==> src/rtl/sc_shifter_ctrl.sv <==
`default_nettype none
// ============================================================================
// Module : sc_shifter_ctrl
// Button controller for a shift register: load, single shift, hold-to-repeat.
// Rev    : 1.0
// ============================================================================

module sc_shifter_ctrl #(
  parameter int                   DATAWIDTH     = 8,
  parameter logic [DATAWIDTH-1:0] INIT_VALUE    = 8'b00000001,
  parameter int                   CNT_WIDTH     = 24,
  parameter int                   REPEAT_DELAY  = 12500000,
  parameter int                   REPEAT_PERIOD = 5000000
) (
  input  logic                 sc_shifter_ctrl_CLOCK_50,
  input  logic                 sc_shifter_ctrl_RESET_InLow,
  input  logic                 sc_shifter_ctrl_left_InLow,
  input  logic                 sc_shifter_ctrl_right_InLow,
  input  logic                 sc_shifter_ctrl_reload_InLow,
  output logic                 sc_shifter_ctrl_load_OutLow,
  output logic [1:0]           sc_shifter_ctrl_shiftselection_Out,
  output logic [DATAWIDTH-1:0] sc_shifter_ctrl_data_OutBUS,
  output logic                 sc_shifter_ctrl_busy_Out
);

  typedef enum logic [2:0] {
    S_INIT         = 3'd0,
    S_IDLE         = 3'd1,
    S_SHIFT        = 3'd2,
    S_WAIT_DELAY   = 3'd3,
    S_WAIT_PERIOD  = 3'd4,
    S_WAIT_RELEASE = 3'd5
  } state_t;

  localparam logic [CNT_WIDTH-1:0] c_DELAY_LAST  = CNT_WIDTH'(REPEAT_DELAY - 1);
  localparam logic [CNT_WIDTH-1:0] c_PERIOD_LAST = CNT_WIDTH'(REPEAT_PERIOD - 1);

  // Button bits: [0] left, [1] right, [2] reload; 1 = released.
  logic [2:0] r_btnMeta;
  logic [2:0] r_btnSync;

  state_t               r_state;
  logic                 r_dir;
  logic                 r_isRepeat;
  logic [CNT_WIDTH-1:0] r_count;

  state_t               w_nextState;
  logic                 w_nextDir;
  logic                 w_nextRepeat;
  logic [CNT_WIDTH-1:0] w_nextCount;
  logic                 w_left;
  logic                 w_right;
  logic                 w_reload;
  logic                 w_dirHeld;
  logic                 w_oppHeld;
  logic [CNT_WIDTH-1:0] w_waitLast;

  assign sc_shifter_ctrl_data_OutBUS = INIT_VALUE;

  always_ff @(posedge sc_shifter_ctrl_CLOCK_50 or negedge sc_shifter_ctrl_RESET_InLow) begin
    if (!sc_shifter_ctrl_RESET_InLow) begin
      r_btnMeta <= 3'b111;
      r_btnSync <= 3'b111;
    end else begin
      r_btnMeta <= {sc_shifter_ctrl_reload_InLow, sc_shifter_ctrl_right_InLow,
                    sc_shifter_ctrl_left_InLow};
      r_btnSync <= r_btnMeta;
    end
  end

  assign w_left     = ~r_btnSync[0];
  assign w_right    = ~r_btnSync[1];
  assign w_reload   = ~r_btnSync[2];
  assign w_dirHeld  = r_dir ? w_right : w_left;
  assign w_oppHeld  = r_dir ? w_left  : w_right;
  assign w_waitLast = (r_state == S_WAIT_DELAY) ? c_DELAY_LAST : c_PERIOD_LAST;

  always_comb begin
    w_nextState  = r_state;
    w_nextDir    = r_dir;
    w_nextRepeat = r_isRepeat;
    w_nextCount  = r_count;
    case (r_state)
      S_INIT: begin
        w_nextState = (w_left || w_right || w_reload) ? S_WAIT_RELEASE : S_IDLE;
      end
      S_IDLE: begin
        if (w_reload) begin
          w_nextState = S_INIT;
        end else if (w_left && w_right) begin
          w_nextState = S_WAIT_RELEASE;
        end else if (w_left || w_right) begin
          w_nextState  = S_SHIFT;
          w_nextDir    = w_right;
          w_nextRepeat = 1'b0;
        end
      end
      S_SHIFT: begin
        if (w_reload) begin
          w_nextState = S_INIT;
        end else begin
          w_nextCount = '0;
          w_nextState = r_isRepeat ? S_WAIT_PERIOD : S_WAIT_DELAY;
        end
      end
      S_WAIT_DELAY, S_WAIT_PERIOD: begin
        // Release and opposite-press both outrank the repeat count.
        if (w_reload) begin
          w_nextState = S_INIT;
        end else if (!w_dirHeld) begin
          w_nextState = S_IDLE;
        end else if (w_oppHeld) begin
          w_nextState = S_WAIT_RELEASE;
        end else if (r_count == w_waitLast) begin
          w_nextState  = S_SHIFT;
          w_nextRepeat = 1'b1;
        end else begin
          w_nextCount = r_count + 1'b1;
        end
      end
      S_WAIT_RELEASE: begin
        if (w_reload) begin
          w_nextState = S_INIT;
        end else if (!w_left && !w_right) begin
          w_nextState = S_IDLE;
        end
      end
      default: begin
        w_nextState = S_INIT;
      end
    endcase
  end

  // Outputs are registered from the next state so they stay glitch-free Moore outputs.
  always_ff @(posedge sc_shifter_ctrl_CLOCK_50 or negedge sc_shifter_ctrl_RESET_InLow) begin
    if (!sc_shifter_ctrl_RESET_InLow) begin
      r_state                            <= S_INIT;
      r_dir                              <= 1'b0;
      r_isRepeat                         <= 1'b0;
      r_count                            <= '0;
      sc_shifter_ctrl_load_OutLow        <= 1'b0;
      sc_shifter_ctrl_shiftselection_Out <= 2'b00;
      sc_shifter_ctrl_busy_Out           <= 1'b1;
    end else begin
      r_state                     <= w_nextState;
      r_dir                       <= w_nextDir;
      r_isRepeat                  <= w_nextRepeat;
      r_count                     <= w_nextCount;
      sc_shifter_ctrl_load_OutLow <= (w_nextState != S_INIT);
      sc_shifter_ctrl_busy_Out    <= (w_nextState != S_IDLE);
      if (w_nextState == S_SHIFT) begin
        sc_shifter_ctrl_shiftselection_Out <= w_nextDir ? 2'b10 : 2'b01;
      end else begin
        sc_shifter_ctrl_shiftselection_Out <= 2'b00;
      end
    end
  end

endmodule

`default_nettype wire

==> config.mk <==
export PLATFORM = sky130hd
export DESIGN_NAME = sc_shifter_ctrl
export DESIGN_NICKNAME = d
export VERILOG_FILES = /design/src/rtl/sc_shifter_ctrl.sv
export SDC_FILE = /design/constraint.sdc
export NUM_CORES = 1
export LEC_CHECK = 0
export BUFFER_PORTS_ARGS = -buffer_cell sky130_fd_sc_hd__buf_2
export CAP_MARGIN = 20
export CORE_ASPECT_RATIO = 1.5
export CORE_UTILIZATION = 30
export DETAILED_ROUTE_END_ITERATION = 7
export SLEW_MARGIN = 20
export SYNTH_ARGS = -nofsm -noshare
export SYNTH_HDL_FRONTEND = slang
export SYNTH_SLANG_ARGS = --single-unit
==> constraint.sdc <==
create_clock -name sc_shifter_ctrl_CLOCK_50 -period 2.59 [get_ports sc_shifter_ctrl_CLOCK_50]
set_input_delay 0.518 -clock sc_shifter_ctrl_CLOCK_50 [delete_from_list [all_inputs] [get_ports sc_shifter_ctrl_CLOCK_50]]
set_output_delay 0.518 -clock sc_shifter_ctrl_CLOCK_50 [all_outputs]
set_load 0.01 [all_outputs]
## Yosys cells after proc, flatten, opt, wreduce, memory -nomap -nowiden

Index checks and enable logic that the tools add are counted.

- $add $sub $neg: 1
- Multiply operators: 0
- Divide/modulo/power cells: 0
- Magnitude comparators: 0
- Eq/ne operators: 17
- Shifts and indexed selects: 0
- Muxes and demuxes: 36
- Bitwise gates (word level): 3
- Reduce and logical (&&, ||, !) cells: 11

Operator list:

| operator | number |
|---|---|
| $mux W24 | 6 |
| $pmux W24 S2 | 1 |
| $mux W3 | 12 |
| $add A24 B1 Y24 const B | 1 |
| $eq A24 B24 Y1 | 1 |
| $ne A2 B2 Y1 const B | 9 |
| $pmux W3 S5 | 1 |
| $mux W1 | 13 |
| $eq A3 B2 Y1 const B | 3 |
| $reduce_and A8 Y1 | 1 |
| $eq A3 B3 Y1 const B | 2 |
| $reduce_and A6 Y1 | 1 |
| $mux W2 | 2 |
| $reduce_bool A2 Y1 | 2 |
| $eq A3 B1 Y1 const B | 1 |
| $logic_not A3 Y1 | 1 |
| $ne A3 B1 Y1 const B | 1 |
| $not A1 Y1 | 3 |
| $reduce_bool A3 Y1 | 1 |
| $logic_and A1 B1 Y1 | 2 |
| $logic_or A1 B1 Y1 | 2 |
| $pmux W1 S2 | 1 |
| $reduce_or A2 Y1 | 1 |

- Register bits after elaboration: 39
- Latch bits: 0
- Bits in writable memories: 0
- Memory bits (read-only): 0
- Input port bits: 5
- Output and inout bits: 12
- Logic and storage cells: 77
- Memories: 0

## Logic depth before layout (Yosys ltp)

- Word-level depth: 10
- Gate-level depth with buffers: 9
- Mapped depth without buffers: 9

## Least setup slack after synthesis

No wires, ideal clock.

- Path type: reg2reg
- Start: reg r_btnSync[1]
- End: reg r_count[11]
- Library setup time: 0.078 ns
- Arrival time: 1.992 ns
- Slack: 0.520 ns
- Stages on the path, launching flop included: 8
- Path through: dfstp_2 -> buf_4 -> nand2b_4 -> a21boi_1 -> a211oi_4 -> nand2_4 -> or4_1 -> a21oi_1

- Word-level cells in the longest chain between the ends: 4
- Elaborated cells between the ends (all ways): 6
- Classes of those cells: 2 x eq/ne; 2 x mux; 1 x bitwise; 1 x reduce/logical

RTL lines:

| what | RTL line | source |
|---|---|---|
| from (decl) | 40 | `logic [2:0] r_btnSync;` |
| from (signal assigned) | 67 | `r_btnSync <= r_btnMeta;` |
| $not A1 Y1 * | 72 | `assign w_right = ~r_btnSync[1];` |
| $mux W1 (on tied branches) | 75, 74 |  |
| $ne A2 B2 Y1 (no source line) | n/a |  |
| $reduce_and A6 Y1 (no source line) * | n/a |  |
| to (signal assigned) | 148 | `r_count <= w_nextCount;` |
| to (decl) | 45 | `logic [CNT_WIDTH-1:0] r_count;` |

Mark *: on every way between the ends. The rest lies on a longest branch, timed or not.
A chain may end at the register's enable or synchronous reset.

## Worst setup path after layout

- Start: reg r_state[0]
- End: reg r_count[11]

- Word-level cells in the longest chain between the ends: 5
- Elaborated cells between the ends (all ways): 14
- Classes of those cells: 9 x eq/ne; 2 x mux; 3 x reduce/logical

RTL lines:

| what | RTL line | source |
|---|---|---|
| from (decl) | 42 | `state_t r_state;` |
| from (signal assigned) | 145 | `r_state <= w_nextState;` |
| $eq A3 B2 Y1 | 76, 83 |  |
| $mux W24 | 76 | `assign w_waitLast = (r_state == S_WAIT_DELAY) ? c_DELAY_LAST : c_PERIOD_LAST;` |
| $eq A24 B24 Y1 | 114 | `end else if (r_count == w_waitLast) begin` |
| $ne A2 B2 Y1 (no source line) | n/a |  |
| $reduce_and A6 Y1 (no source line) | n/a |  |

Parallel ways exist; a longest one is shown, timed or not.

==> flow_summary.ini <==
[logic_synthesis]
async_flop_share_pct = 100
synthFlopType = dfrtp_1
synth-seq-cells = 39
synth.cell_area_sq_mm = 0.00237
synth_edf_count = 0
synth_warnings = 0
synth_cell_types = 61
syn_inst = 250
avgSynthCellArea_sq_um = 9.47
yosysSeqAreaShare_pct = 41.6

[min_path]
min_path_type = in -> reg
hp-start = sc_shifter_ctrl_reload_InLow
min_to = r_btnMeta[2]
hold_depth = 1

[finish]
seq_area_sq_um = 985
area_growth_syn_to_layout_pct = 11.5
final_net_count = 261
drive_above_1_share_pct = 17.2
multi_input_area_sq_mm = 0.00127
num_antenna_cells = 0
fin_cells = 358
fill_cells = 793

[job]
maxCapViolations = 0

[power]
p_per_area_mw_per_mm2 = 734
power_mw = 1.94
p_leak_nw = 1.09
irDropWorstVdd_v = 0.000381

[floorplan]
num_io_pins = 17
num_rows = 39
die_x_microns = 74.5
start_util_pct = 31.1
die_h_microns = 111
coreArea_sq_mm = 0.00761
dieArea_sq_mm = 0.00826

[clock_tree]
postCtsSetupRepairBufs = 0
cts_resized = 0
clock_path_buffers = 2
cts_htree_levels = 2
hold_buffers = 0
cts.sink_count = 39
root_buffer = clkbuf_16
cts_tree = done
worstSkewPairLatency_ns = 0.28
clk_pin_slew_ns = 0.06
cts_buffers = 5

[grt]
grt_usage_pct = 14.6
antenna_found_initial = 0
grt_pass1_vias = 1892
grt_pass1_wl_microns = 9270
overflow = 0
grt_start_max_net_pins = 40

[setup_path]
required_ns = 2.80
r2r-start = r_state[0]
end_kind = flop
r2r_end = r_count[11]
start_kind = flop
ff2ff_setup_slack_ns = 0.24
cp.arrival_ns = 2.57
crit_type = reg -> reg
rr_worst_depth = 6
worstPathMaxFanout = 13
critPathLaunch = r_state[0]

[sta]
tns_ns = 0
hold_viol = 0
maxSlewViolCount = 0
tightest_slew_ns = 0.864
finalCriticalPeriod_ns = 2.35
finalCritPeriodShare_pct = 90.9
slew_headroom_pct = 42.4
fmax_mhz = 425
fin_skew_ns = 0.00579
setup_viol = 0
rsz0062_at_grt = false

[route]
wl_per_cell_microns = 15.2
vias_per_cell = 5.42
first_iter_violations = 148
wl_microns = 5450
drcViolationCount = 0
vias = 1941
drtAntennaViolNets = 0
dr.pass1.iters = 4

[placed_design]
numPortBuffers = 8
hpwl_microns = 3910
place_congestion = 0.899
dp.cells = 350

[outcome]
status = finished, final reports clean
## Yosys cell counts, types with 4 or more instances
master	instances	area, sq um
o21ai_0	8	40.0
nand4_1	11	68.8
o21ai_1	5	25.0
a21oi_1	15	75.1
and3_1	7	43.8
o31ai_1	4	30.0
and2_1	4	25.0
dfstp_2	7	184
or4_1	4	30.0
dfrtp_1	32	801
buf_4	12	90.1
nor2_1	20	75.1
inv_1	4	15.0
nand4bb_1	4	45.0
nand3_1	10	50.1
nor2b_1	5	31.3
nand2_1	16	60.1
or3_1	9	56.3
xor2_1	7	61.3
## per-layer routing
layer / global-route usage (%) / vias to the layer above / share of wire, %
li1: - / 919 / -
met1: 16.8 / 945 / 38
met2: 25.2 / 64 / 55
met3: 2.91 / 13 / 4.5
met4: 6.67 / 0 / 2.6
met5: 0 / - / 0
## registers in the layout, summed over array words and instances, names as in the netlist
name,flops
r_count,24
sc_shifter_ctrl_shiftselection_Out,2
r_btnSync,3
r_isRepeat,1
r_dir,1
sc_shifter_ctrl_busy_Out,1
sc_shifter_ctrl_load_OutLow,1
r_state,3
r_btnMeta,3
## kinds of logic after synthesis
family / count (synthesis) / share of synthesized area [%]
multiplexers: 3 / 1.32
flip-flops: 39 / 41.6
AO/OA/AOI/OAI: 53 / 15.6
AND/OR/NAND/NOR: 119 / 31.3
XOR/XNOR: 8 / 2.96
buffers and inverters: 25 / 6.34
other: 2 / 0.317
adder cells (fa/ha/maj): 1 / 0.528
## cell type report
| type | count | share of cell area, % |
|---|---|---|
| repair buffers | 12 | 2.65 |
| multi-input cells | 192 | 48.1 |
| clock buffers | 5 | 4.74 |
| clock inverters | 3 | 1.66 |
| well taps | 102 | 4.83 |
| inverters | 5 | 0.711 |
| flip-flops and latches | 39 | 37.3 |
## worst max-delay path, stage by stage, from the launching register on
cell and delay (ns):
dfrtp_1 0.64, nor3b_1 0.18, nand2b_4 0.21, a211oi_4 0.46
nand2_4 0.13, or4_1 0.52, a21oi_1 0.14
## report_power, final
group / internal [mW] / total (mW) / switching (mW)
clock: 0.454 / 0.702 / 0.248
sequential: 0.676 / 0.777 / 0.101
combinational: 0.191 / 0.459 / 0.268
total: 1.32 / 1.94 / 0.618
## cell usage in the layout, fill, tap and decap left out, types with 3 or more instances in the layout
cell type | netlist | routed
a21oi_1 | 15 | 15
and2_1 | 4 | 4
and3_1 | 7 | 7
and4_1 | 3 | 3
buf_2 | 3 | 8
buf_4 | 12 | 4
clkbuf_16 | 0 | 5
conb_1 | 2 | 8
dfrtp_1 | 32 | 32
dfstp_2 | 7 | 7
inv_1 | 4 | 4
nand2_1 | 16 | 16
nand3_1 | 10 | 10
nand3b_1 | 3 | 3
nand4_1 | 11 | 11
nand4bb_1 | 4 | 4
nor2_1 | 20 | 20
nor2b_1 | 5 | 5
nor4_1 | 3 | 3
nor4_2 | 3 | 3
o211ai_1 | 3 | 3
o21ai_0 | 8 | 8
o21ai_1 | 5 | 5
o31ai_1 | 4 | 4
or3_1 | 9 | 9
or4_1 | 4 | 4
xor2_1 | 7 | 7
## metrics by stage
stage	worst slack (ns)	hold WS, ns	cell area (sq um)	util, %
after floorplan	0.520	0.222	2390	-
after global placement	0.337	0.345	2470	32.5
after detailed placement	0.294	0.347	2470	32.5
after CTS	0.273	0.325	2640	34.7
after global routing	0.0427	0.320	2640	34.7
final	0.237	0.334	2640	34.7
## worst max-delay path by stage
stage,cells past startpoint,endpoint
CTS,6,r_count[11]
global route,6,r_count[10]
detailed placement,6,r_count[11]
finish,6,r_count[11]
floorplan,7,r_count[11]
global placement,6,r_count[13]
No activity file was read; power rests on OpenSTA's default activity.
